**src/rtl/peripheral_uart_monitor_pkg.sv**
```systemverilog
// Shared definitions for the UART receive-side frame monitor.
//   state_t      : receiver FSM states
//   DATA_BITS    : payload bits per 8N1 frame
//   MIN_BAUD_DIV : smallest supported bit-period divider
package peripheral_uart_monitor_pkg;

   typedef enum logic [1:0] {
      ST_IDLE  = 2'd0,
      ST_START = 2'd1,
      ST_DATA  = 2'd2,
      ST_STOP  = 2'd3
   } state_t;

   localparam int DATA_BITS    = 8;
   localparam int MIN_BAUD_DIV = 4;

endpackage

```
**src/rtl/peripheral_uart_monitor_fifo_bb.sv**
```systemverilog
// Fall-through synchronous FIFO holding recovered bytes.
// Ports:
//   clk, rst        : clock, synchronous active-high reset
//   i_push, i_din   : write request and byte
//   i_pop           : read request (ignored when empty)
//   o_dout          : head byte, forced to 0 while empty
//   o_full, o_empty : occupancy flags
//   o_level         : number of stored entries
module peripheral_uart_monitor_fifo_bb #(
   parameter int FIFO_DEPTH = 4
) (
   input  logic                          clk,
   input  logic                          rst,
   input  logic                          i_push,
   input  logic [7:0]                    i_din,
   input  logic                          i_pop,
   output logic [7:0]                    o_dout,
   output logic                          o_full,
   output logic                          o_empty,
   output logic [$clog2(FIFO_DEPTH):0]   o_level
);

   localparam int AW = $clog2(FIFO_DEPTH);

   logic [7:0]  r_mem [FIFO_DEPTH];
   logic [AW:0] r_wr_ptr;
   logic [AW:0] r_rd_ptr;
   logic        w_do_push;
   logic        w_do_pop;

   // Pointers carry one wrap bit so full and empty are distinguishable.
   assign o_empty = (r_wr_ptr == r_rd_ptr);
   assign o_full  = (r_wr_ptr[AW] != r_rd_ptr[AW]) &&
                    (r_wr_ptr[AW-1:0] == r_rd_ptr[AW-1:0]);
   assign o_level = r_wr_ptr - r_rd_ptr;
   assign o_dout  = o_empty ? 8'h00 : r_mem[r_rd_ptr[AW-1:0]];

   // A pop in the same cycle frees the slot, so a push on full still lands.
   assign w_do_pop  = i_pop & ~o_empty;
   assign w_do_push = i_push & (~o_full | w_do_pop);

   always_ff @(posedge clk) begin
      if (rst) begin
         r_wr_ptr <= '0;
         r_rd_ptr <= '0;
      end else begin
         if (w_do_push) r_wr_ptr <= r_wr_ptr + 1'b1;
         if (w_do_pop)  r_rd_ptr <= r_rd_ptr + 1'b1;
      end
   end

   always_ff @(posedge clk) begin
      if (w_do_push) r_mem[r_wr_ptr[AW-1:0]] <= i_din;
   end

endmodule

```
**src/rtl/peripheral_uart_monitor_bb.sv**
```systemverilog
// Receive-side 8N1 frame monitor for the BlackBone UART txd line.
// Ports:
//   mclk, puc_rst       : clock, synchronous active-high reset
//   uart_rxd            : asynchronous serial input
//   baud_div            : bit period in mclk cycles, latched per start edge
//   rx_data, rx_valid   : head-of-FIFO byte and non-empty flag
//   rx_ready            : consumer accept; pops when rx_valid && rx_ready
//   frame_err           : one-cycle pulse on a low stop bit
//   overrun             : one-cycle pulse when a good byte hits a full FIFO
//   fifo_level          : FIFO occupancy
module peripheral_uart_monitor_bb
   import peripheral_uart_monitor_pkg::*;
#(
   parameter int FIFO_DEPTH = 4,
   parameter int DIV_W      = 16
) (
   input  logic                          mclk,
   input  logic                          puc_rst,
   input  logic                          uart_rxd,
   input  logic [DIV_W-1:0]              baud_div,
   output logic [7:0]                    rx_data,
   output logic                          rx_valid,
   input  logic                          rx_ready,
   output logic                          frame_err,
   output logic                          overrun,
   output logic [$clog2(FIFO_DEPTH):0]   fifo_level
);

   state_t           r_state, w_state_nxt;
   logic             r_sync1, r_sync2, r_hist;
   logic [DIV_W-1:0] r_div, w_div_nxt;
   logic [DIV_W-1:0] r_cnt, w_cnt_nxt;
   logic [2:0]       r_bit_idx, w_bit_nxt;
   logic [7:0]       r_shift, w_shift_nxt;
   logic             r_frame_err, r_overrun;
   logic             w_push, w_ferr, w_fall, w_tick;
   logic             w_pop, w_full, w_empty;

   // Synchroniser and history idle high so reset never fakes a start edge.
   always_ff @(posedge mclk) begin
      if (puc_rst) begin
         r_sync1 <= 1'b1;
         r_sync2 <= 1'b1;
         r_hist  <= 1'b1;
      end else begin
         r_sync1 <= uart_rxd;
         r_sync2 <= r_sync1;
         r_hist  <= r_sync2;
      end
   end

   assign w_fall = r_hist & ~r_sync2;
   assign w_tick = (r_cnt == '0);

   always_comb begin
      w_state_nxt = r_state;
      w_div_nxt   = r_div;
      w_cnt_nxt   = r_cnt;
      w_bit_nxt   = r_bit_idx;
      w_shift_nxt = r_shift;
      w_push      = 1'b0;
      w_ferr      = 1'b0;
      if (r_state == ST_IDLE) begin
         if (w_fall) begin
            // Half-period load puts every later sample near mid-bit.
            w_div_nxt   = baud_div;
            w_cnt_nxt   = baud_div >> 1;
            w_state_nxt = ST_START;
         end
      end else if (!w_tick) begin
         w_cnt_nxt = r_cnt - 1'b1;
      end else begin
         w_cnt_nxt = r_div - 1'b1;
         case (r_state)
            ST_START: begin
               if (r_sync2) begin
                  w_state_nxt = ST_IDLE;
               end else begin
                  w_state_nxt = ST_DATA;
                  w_bit_nxt   = 3'd0;
               end
            end
            ST_DATA: begin
               w_shift_nxt[r_bit_idx] = r_sync2;
               if (r_bit_idx == 3'(DATA_BITS - 1)) w_state_nxt = ST_STOP;
               else                                 w_bit_nxt   = r_bit_idx + 3'd1;
            end
            ST_STOP: begin
               w_push      = r_sync2;
               w_ferr      = ~r_sync2;
               w_state_nxt = ST_IDLE;
            end
            default: w_state_nxt = ST_IDLE;
         endcase
      end
   end

   always_ff @(posedge mclk) begin
      if (puc_rst) begin
         r_state     <= ST_IDLE;
         r_frame_err <= 1'b0;
         r_overrun   <= 1'b0;
      end else begin
         r_state     <= w_state_nxt;
         r_frame_err <= w_ferr;
         r_overrun   <= w_push & w_full & ~w_pop;
      end
   end

   always_ff @(posedge mclk) begin
      r_div     <= w_div_nxt;
      r_cnt     <= w_cnt_nxt;
      r_bit_idx <= w_bit_nxt;
      r_shift   <= w_shift_nxt;
   end

   assign w_pop = ~w_empty & rx_ready;

   peripheral_uart_monitor_fifo_bb #(
      .FIFO_DEPTH (FIFO_DEPTH)
   ) u_fifo (
      .clk     (mclk),
      .rst     (puc_rst),
      .i_push  (w_push),
      .i_din   (r_shift),
      .i_pop   (w_pop),
      .o_dout  (rx_data),
      .o_full  (w_full),
      .o_empty (w_empty),
      .o_level (fifo_level)
   );

   assign rx_valid  = ~w_empty;
   assign frame_err = r_frame_err;
   assign overrun   = r_overrun;

endmodule

```
**config.mk**
```make
export PLATFORM = sky130hd
export DESIGN_NAME = peripheral_uart_monitor_bb
export DESIGN_NICKNAME = d
export VERILOG_FILES = /design/src/rtl/peripheral_uart_monitor_pkg.sv /design/src/rtl/peripheral_uart_monitor_fifo_bb.sv /design/src/rtl/peripheral_uart_monitor_bb.sv
export SDC_FILE = /design/constraint.sdc
export NUM_CORES = 1
export LEC_CHECK = 0
export ABC_AREA = 1
export BUFFER_PORTS_ARGS = -buffer_cell sky130_fd_sc_hd__buf_2
export CAP_MARGIN = 20
export CORE_UTILIZATION = 34
export DETAILED_ROUTE_END_ITERATION = 7
export MAX_ROUTING_LAYER = met4
export SLEW_MARGIN = 20
export SYNTH_ARGS = -nofsm -noshare
export SYNTH_HDL_FRONTEND = slang
export SYNTH_HIERARCHICAL = 1
export SYNTH_SLANG_ARGS = --single-unit
```
**constraint.sdc**
```tcl
create_clock -name mclk -period 3.4 [get_ports mclk]
set_clock_uncertainty 0.2 [all_clocks]
set_input_delay 0.85 -clock mclk [delete_from_list [all_inputs] [get_ports mclk]]
set_output_delay 0.85 -clock mclk [all_outputs]
set_load 0.005 [all_outputs]
```
==> results.json, run 1 <==
{
  "nets": 578,
  "yosys.area.top_type": "edfxtp_1",
  "syn_area_sq_um": 4560,
  "fmax_mhz": 347,
  "layout-drive-gt1-share_pct": 15.9,
  "ant_nets": 0,
  "leakagePower_uw": 0.00220,
  "synth_seq_area_share_pct": 56.0,
  "cts_setup_buffers": 0,
  "status": "complete, no violations",
  "p_per_area_nw_per_um2": 449,
  "synth_top_area_share_pct": 49.4,
  "synth_commonest_cells": "nand2_1 (114), nor2_1 (87), edfxtp_1 (75), inv_1 (49), nand3_1 (37)",
  "hold_viol": 0,
  "io_buffers": 33,
  "cts_buffers": 9,
  "cp_max_fo": 10,
  "vias": 3338,
  "slew_headroom_pct": 54.9,
  "antenna_found_initial": 0,
  "worstMarginPinSlew_ns": 0.674,
  "place_hpwl_microns": 6870,
  "ir_drop_mv": 0.380,
  "clockRootBuffer": "clkbuf_16",
  "synth_most_common_cell": "nand2_1",
  "htree_levels": 3,
  "drv_cap": 0,
  "async_flop_share_pct": 0,
  "dr.pass1.iters": 4,
  "worst-setup-path-type": "reg2out",
  "whs_ns": 0.214,
  "start_kind": "flop",
  "synth_edf_count": 75,
  "yosys-top-cells-area": "edfxtp_1 (49%), nand2_1 (9.4%), nor2_1 (7.2%)",
  "grt_pass1_vias": 3223,
  "synth_cells": 502,
  "clkLatencyLatePin_ns": 0.35,
  "arrival_ns": 1.84,
  "drv_slew": 0,
  "wirelength_microns": 9280,
  "rsz0062_at_grt": "false",
  "setup_viol": 0,
  "area_growth_syn_to_layout_pct": 14.8,
  "die-area_sq_um": 13900,
  "wl_per_cell_microns": 12.9,
  "cts_tree": "done",
  "yosysWarnings": 6,
  "ios": 34,
  "grt_pass1_wl_microns": 15400,
  "vias_per_cell": 4.64,
  "fin_crit_sh_pct": 84.9,
  "cts-resized-gates": 0,
  "drt_iter0_drc": 241,
  "cts.clk_slew.worst_paths_ns": 0.07,
  "fp-row-count": 41,
  "antennaDiodeCount": 0,
  "dieWidth_microns": 118,
  "cp.required_ns": 2.35,
  "drc": 0,
  "initial_utilization_pct": 35.6,
  "coreArea_sq_um": 12800,
  "synth_area_per_cell_sq_um": 9.09,
  "cts_sinks": 90,
  "place.gp.congestion": 0.893,
  "cts-hold-fix-buffers": 0,
  "tns_ns": 0,
  "clk_path_buf_depth": 2,
  "track_usage_pct": 14.6,
  "finalCriticalPeriod_ns": 2.89,
  "cp-end-kind": "primary output",
  "chipHeight_microns": 118,
  "synth_cell_types": 33,
  "grt-ovfl-total": 0,
  "hp-class": "reg2reg",
  "synth_fp_nets": 537,
  "synth-seq-cells": 90,
  "ys_dominant_reg_cell": "edfxtp_1",
  "grt_max_degree": 20
}
cell families after synthesis:
kind of cell	count (synthesis)	share of synthesized area [%]
compound gates	44	5.10
xor+xnor	3	0.576
fa+ha+maj	15	4.28
buf+inv	65	6.14
flops	90	56.0
simple gates	285	27.9
worst max-delay path, stage by stage, from the launching register on:
cell     delay, ns
dfxtp_1       0.40
inv_1         0.11
ha_1          0.31
nand2_1       0.08
inv_1         0.08
nand2_4       0.11
inv_2         0.10
a21oi_1       0.14
buf_2         0.13
registers in the layout, summed over array words and instances (netlist names), 2 cells and up, named ones only:
register and flops:
r_div 16, u_fifo/r_rd_ptr 3, r_cnt 16, r_bit_idx 3, r_shift 8, u_fifo/r_wr_ptr 3
r_state 2, u_fifo/r_mem 32
worst paths after layout:
kind / from / to / slack, ns / cells after the start
worst max-delay path: u_fifo/r_wr_ptr[0]$_SDFFE_PP0P_ / rx_data[1] / 0.51 / 8
worst min-delay path: r_sync1$_SDFF_PP1_ / r_sync2$_SDFF_PP1_ / 0.21 / 1
worst max register to register: u_fifo/r_wr_ptr[0]$_SDFFE_PP0P_ / u_fifo/r_mem[1][0]$_DFFE_PP_ / 0.57 / 12
worst min register to register: r_sync1$_SDFF_PP1_ / r_sync2$_SDFF_PP1_ / 0.21 / 1
layout make-up:
class                   instances  area [sq um]
clock inverters                 7          78.8
repair buffers                 42           233
multi-input cells             347          1730
inverters                      53           199
well taps                     172           215
clock buffers                   9           225
flip-flops and latches         90          2550
fillers                      1253          7590
report_power, final:
part | switching, uW | internal [uW]
Combinational | 83.0 | 44.3
Clock | 475 | 526
Sequential | 10.4 | 1210
cell usage in the layout, fill, tap and decap left out, drive strengths merged, types with 9 or more instances in the layout:
cell / instances
a21oi: 17
nand3b: 13
nand3: 39
edfxtp: 75
clkbuf: 9
buf: 42
inv: 57
o21ai: 22
nand2: 126
nor3: 9
ha: 14
nor2: 94
dfxtp: 15
through the flow:
stage	util, %	total power (uW)	setup slack [ns]	std cells	area (sq um)
floorplan	-	1330	0.585	502	4560
global placement	38.5	1370	0.712	704	4930
detailed placement	38.5	1370	0.545	704	4930
CTS	40.8	2390	0.491	720	5240
global route	40.8	2440	0.257	720	5240
finish	40.8	2350	0.514	720	5240
per-layer routing:
layer	vias up	GRT usage, %	wire length [microns]
li1	1739	-	-
met1	1540	16.5	4080
met2	51	24.8	4770
met5	-	-	0
met4	0	5.53	103
met3	8	3.68	329
No activity file was read; power rests on OpenSTA's default activity.
==> run 2: changes to the inputs <==
==> constraint.sdc (replaced) <==
create_clock -name mclk -period 2.9 [get_ports mclk]
set_clock_uncertainty 0.2 [all_clocks]
set_input_delay 0.725 -clock mclk [delete_from_list [all_inputs] [get_ports mclk]]
set_output_delay 0.725 -clock mclk [all_outputs]
set_load 0.005 [all_outputs]
==> run 2 against run 1 <==
Effect of this change:
- global-route usage is 0.33 points higher
- sequential power increased by 17%
- total power up 16%
- non-clock buffer count up 2
- worst setup slack worse by 0.34 ns
- core utilization about the same
- die area unchanged
- first-iteration DRC count decreased by 2.1%
- clock-buffer cell count stayed put
- critical endpoint unchanged
==> results.json, run 2 (same netlist as run 1, synthesis figures left out) <==
{
  "status": "complete, no violations",
  "place.gp.congestion": 0.907,
  "fin_cells": 722,
  "grt_pass1_vias": 3359,
  "largest_reg_flops": 32,
  "drv_cap": 0,
  "dr.pass1.iters": 4,
  "hold_start": "r_sync1$_SDFF_PP1_",
  "clkLatencyLatePin_ns": 0.35,
  "rr_worst_depth": 11,
  "clockRootBuffer": "clkbuf_16",
  "cts_setup_buffers": 0,
  "vias_per_cell": 4.71,
  "holdPathStages": 1,
  "clk_path_buf_depth": 2,
  "tns_ns": 0,
  "cp_max_fo": 10,
  "nets": 580,
  "m1WireLength_microns": 4290,
  "worstMarginPinSlew_ns": 0.670,
  "cts_sinks": 90,
  "top_layer": "met4",
  "hold_viol": 0,
  "wl_met3_microns": 337,
  "hp-class": "reg2reg",
  "drt_iter0_drc": 236,
  "track_usage_pct": 14.9,
  "start_kind": "flop",
  "crit_start": "u_fifo/r_wr_ptr[0]$_SDFFE_PP0P_",
  "power.total_uw": 2740,
  "dieWidth_microns": 118,
  "drv_slew": 0,
  "vias": 3400,
  "cp-end-kind": "primary output",
  "area_growth_syn_to_layout_pct": 14.9,
  "most-common-layout-cells": "nand2_1 (114), nor2_1 (87), edfxtp_1 (75), inv_1 (49), nand3_1 (37)",
  "initial_utilization_pct": 35.6,
  "leakagePower_uw": 0.00220,
  "ios": 34,
  "layout-drive-gt1-share_pct": 16.4,
  "cts.clk_slew.worst_paths_ns": 0.07,
  "p_per_area_nw_per_um2": 522,
  "hold-path-endpoint": "r_sync2$_SDFF_PP1_",
  "wl_per_cell_microns": 13.1,
  "reg2reg_to": "r_cnt[6]$_DFFE_PP_",
  "cp.required_ns": 1.98,
  "antenna_found_initial": 0,
  "ant_nets": 0,
  "r2r_slack_ns": 0.29,
  "grt_max_degree": 19,
  "finalCriticalPeriod_ns": 2.73,
  "grt-ovfl-total": 0,
  "worst-setup-path-type": "reg2out",
  "rsz0062_at_grt": "false",
  "cts_buffers": 9,
  "fmax_mhz": 367,
  "drc": 0,
  "antennaDiodeCount": 0,
  "wirelength_microns": 9430,
  "place_inst": 706,
  "grt_pass1_wl_microns": 15600,
  "arrival_ns": 1.80,
  "io_buffers": 33,
  "fp-row-count": 41,
  "setup_viol": 0,
  "slew_headroom_pct": 55.1,
  "final_common_cell": "nand2_1",
  "dr_wl_met2_microns": 4530,
  "fin_crit_sh_pct": 94.0,
  "chipHeight_microns": 118,
  "cts_tree": "done",
  "ir_drop_mv": 0.309,
  "r2r-start": "r_cnt[13]$_DFFE_PP_",
  "place_hpwl_microns": 6850,
  "coreArea_sq_um": 12800,
  "htree_levels": 3,
  "die-area_sq_um": 13900
}
## run 2: cell types whose count changed in the layout (fill, tap and decap cells not counted), sizes merged
cell      delta
buf          +2
clkinv       -1
clkinvlp     +1
## run 2: metal layers
metal,global-route usage [%],up-vias
met3,3.44,23
met4,7.37,0
li1,-,1736
met1,17.2,1574
met5,-,-
met2,24.4,67
## run 2: final cells by class
cell class | count | area [sq um]
clock buffer | 9 | 225
sequential | 90 | 2550
clock inverter | 7 | 67.6
timing repair buffer | 44 | 248
fill | 1277 | 7580
tap | 172 | 215
multi-input combinational | 347 | 1730
inverter | 53 | 199
## run 2: where the power goes
group	internal [uW]	switching, uW
registers	1420	12.7
logic	51.1	98.4
clock network	607	548
## run 2: through the flow
stage / setup WS [ns] / hold WS (ns) / cell area [sq um] / util [%]
CTS: 0.0849 / 0.219 / 5240 / 40.9
floorplan: 0.0845 / 0.189 / 4560 / -
global placement: 0.352 / 0.203 / 4950 / 38.6
finish: 0.173 / 0.210 / 5240 / 40.9
global route: 0.0122 / 0.239 / 5240 / 40.9
detailed placement: 0.307 / 0.206 / 4950 / 38.6
## run 2: how the worst max path moves through the flow
| stage | to | slack (ns) | cells after the start |
|---|---|---|---|
| after floorplan | r_state[0]$_SDFFE_PP0P_ | 0.08 | 7 |
| after global placement | u_fifo/r_mem[3][6]$_DFFE_PP_ | 0.35 | 10 |
| after detailed placement | r_cnt[6]$_DFFE_PP_ | 0.31 | 11 |
| after CTS | rx_data[1] | 0.08 | 8 |
| after global routing | rx_data[3] | 0.01 | 4 |
| final | rx_data[1] | 0.17 | 8 |
## run 2: repair_timing
action / 4_1_cts / 5_1_grt
resized for setup: 0 / 1
setup endpoints to repair: 0 / 7
hold endpoints to repair: 0 / 0
hold buffers: 0 / 0
## run 2: worst max-delay path, cell delays in order (launching register included)
cell	delay (ns)
dfxtp_2	0.37
inv_1	0.09
ha_1	0.31
nand2_1	0.09
inv_1	0.09
nand2_4	0.11
inv_2	0.11
a21oi_1	0.14
buf_2	0.13
==> run 3: changes to the inputs <==
--- a/config.mk
+++ b/config.mk
@@ -8,11 +8,11 @@
 export ABC_AREA = 1
 export BUFFER_PORTS_ARGS = -buffer_cell sky130_fd_sc_hd__buf_2
 export CAP_MARGIN = 20
+export CORE_ASPECT_RATIO = 0.7
 export CORE_UTILIZATION = 34
 export DETAILED_ROUTE_END_ITERATION = 7
 export MAX_ROUTING_LAYER = met4
 export SLEW_MARGIN = 20
 export SYNTH_ARGS = -nofsm -noshare
 export SYNTH_HDL_FRONTEND = slang
-export SYNTH_HIERARCHICAL = 1
 export SYNTH_SLANG_ARGS = --single-unit
==> run 3 against run 2 <==
Effect of this change:
- die area shrank 2.2%
- critical endpoint is now rx_data[0]
- sequential cell count is the same
- synthesized cell count shrank 3.6%
- maximum frequency grew 3.0%
- highest routed layer unchanged
- synthesized area shrank 2.3%
==> results.json, run 3 <==
{
  "status": "complete, no violations",
  "arrival_ns": 1.72,
  "seq_area_sq_um": 2550,
  "yosys.area.top_type": "edfxtp_1",
  "cp-end-kind": "primary output",
  "synth_cells": 484,
  "grt_pass1_vias": 3101,
  "yosysWarnings": 0,
  "worstMarginPinSlew_ns": 0.524,
  "multi_input_area_sq_um": 1660,
  "fin_crit_sh_pct": 91.3,
  "setup_viol": 0,
  "cp_max_fo": 10,
  "largest_reg_flops": 32,
  "fmax_mhz": 378,
  "fillers": 1237,
  "fp-row-count": 34,
  "ios": 34,
  "place.gp.congestion": 0.869,
  "cts_sinks": 90,
  "cts_tree": "done",
  "drc": 0,
  "final_common_cell": "nand2_1",
  "slew_headroom_pct": 64.9,
  "hold_viol": 0,
  "drv_cap": 0,
  "ant_nets": 0,
  "async_flop_share_pct": 0,
  "worst-setup-path-type": "reg2out",
  "antenna_found_initial": 0,
  "clockRootBuffer": "clkbuf_16",
  "cts-resized-gates": 0,
  "synth-seq-cells": 90,
  "synth_top_area_share_pct": 50.5,
  "yosys-top-cells-area": "edfxtp_1 (51%), nand2_1 (9.4%), nor2_1 (6.8%)",
  "grt_max_degree": 21,
  "vias_per_cell": 4.81,
  "ys_dominant_reg_cell": "edfxtp_1",
  "wirelength_microns": 9390,
  "ir_drop_mv": 0.307,
  "layout-drive-gt1-share_pct": 15.6,
  "track_usage_pct": 15.3,
  "synth_fp_nets": 519,
  "cts-hold-fix-buffers": 0,
  "dieWidth_microns": 139,
  "synth_commonest_cells": "nand2_1 (112), nor2_1 (81), edfxtp_1 (75), inv_1 (45), nand3_1 (33)",
  "grt-ovfl-total": 0,
  "wl_per_cell_microns": 13.5,
  "clk_path_buf_depth": 2,
  "antennaDiodeCount": 0,
  "initial_utilization_pct": 35.4,
  "tns_ns": 0,
  "synth_seq_area_share_pct": 57.3,
  "syn_area_sq_um": 4460,
  "rsz0062_at_grt": "false",
  "dr.pass1.iters": 5,
  "synth_cell_types": 34,
  "whs_ns": 0.209,
  "nets": 563,
  "leakagePower_uw": 0.00211,
  "clkLatencyLatePin_ns": 0.34,
  "start_kind": "flop",
  "area_growth_syn_to_layout_pct": 15.4,
  "hp-class": "reg2reg",
  "cts.clk_slew.worst_paths_ns": 0.07,
  "coreArea_sq_um": 12600,
  "finalCriticalPeriod_ns": 2.65,
  "p_per_area_nw_per_um2": 559,
  "htree_levels": 3,
  "synth_most_common_cell": "nand2_1",
  "io_buffers": 33,
  "chipHeight_microns": 97.8,
  "die-area_sq_um": 13600,
  "cp.required_ns": 1.98,
  "vias": 3341,
  "drv_slew": 0,
  "grt_pass1_wl_microns": 15700,
  "most-common-layout-cells": "nand2_1 (112), nor2_1 (81), edfxtp_1 (75), inv_1 (45)",
  "drt_iter0_drc": 268,
  "cts_setup_buffers": 0,
  "place_hpwl_microns": 6780,
  "cts_buffers": 9,
  "synth_area_per_cell_sq_um": 9.21,
  "synth_edf_count": 75
}
## run 3: changes by cell type in the layout (fill, tap and decap cells not counted), moves of 3 or more
cell | before | now
inv_1 | 49 | 45
inv_8 | 3 | 0
nand2_2 | 10 | 5
nand3_1 | 37 | 33
nor2_1 | 87 | 81
## run 3: final timing paths
| kind | from | end | slack (ns) | depth (start not counted) |
|---|---|---|---|---|
| max | u_fifo.r_wr_ptr[0]$_SDFFE_PP0P_ | rx_data[0] | 0.25 | 7 |
| min reg2reg | r_sync1$_SDFF_PP1_ | r_sync2$_SDFF_PP1_ | 0.21 | 1 |
| max reg2reg | r_cnt[13]$_DFFE_PP_ | r_cnt[12]$_DFFE_PP_ | 0.48 | 11 |
| min | r_sync1$_SDFF_PP1_ | r_sync2$_SDFF_PP1_ | 0.21 | 1 |
## run 3: power breakdown
| part | switching, uW | total (uW) | internal [uW] | leakage [uW] |
|---|---|---|---|---|
| clock network | 532 | 1130 | 596 | 0.000137 |
| registers | 23.4 | 1450 | 1430 | 0.000801 |
| logic | 185 | 294 | 110 | 0.00117 |
## run 3: cells by family after synthesis
kind of cell | share of synthesized area [%]
DFF | 57.3
adders and majority gates | 4.38
AOI/OAI and AO/OA | 6.17
and+or+nand+nor | 26.2
buffers and inverters | 5.61
xor gates and xnor gates | 0.393
## run 3: critical path, stage by stage (launching register included)
cell,delay (ns)
dfxtp_1,0.36
inv_1,0.11
ha_1,0.32
nand2_1,0.08
nor2_1,0.04
buf_4,0.19
a21oi_1,0.14
buf_2,0.13
## run 3: cell type report
| cell class | instances | share of cell area, % |
|---|---|---|
| Inverter | 47 | 3.43 |
| Tap cell | 162 | 3.94 |
| Sequential cell | 90 | 49.6 |
| Timing Repair Buffer | 46 | 5.11 |
| Multi-Input combinational cell | 334 | 32.3 |
| Clock inverter | 7 | 1.22 |
| Clock buffer | 9 | 4.38 |
## run 3: through the flow
stage | instances | power [uW] | instance area [sq um] | util, % | worst slack [ns]
floorplan | 484 | 1660 | 4460 | - | 0.0816
global placement | 679 | 1770 | 4850 | 38.6 | 0.548
detailed placement | 679 | 1780 | 4850 | 38.6 | 0.525
CTS | 695 | 2900 | 5140 | 40.8 | 0.227
global route | 695 | 3000 | 5140 | 40.8 | 0.128
finish | 695 | 2870 | 5140 | 40.8 | 0.253
## run 3: per-layer routing
metal / GRT usage, % / wire length [microns] / vias up
met5: - / 0 / -
met4: 5.30 / 151 / 0
met3: 3.24 / 458 / 16
met2: 21.3 / 3960 / 85
met1: 21.9 / 4810 / 1535
li1: - / - / 1705
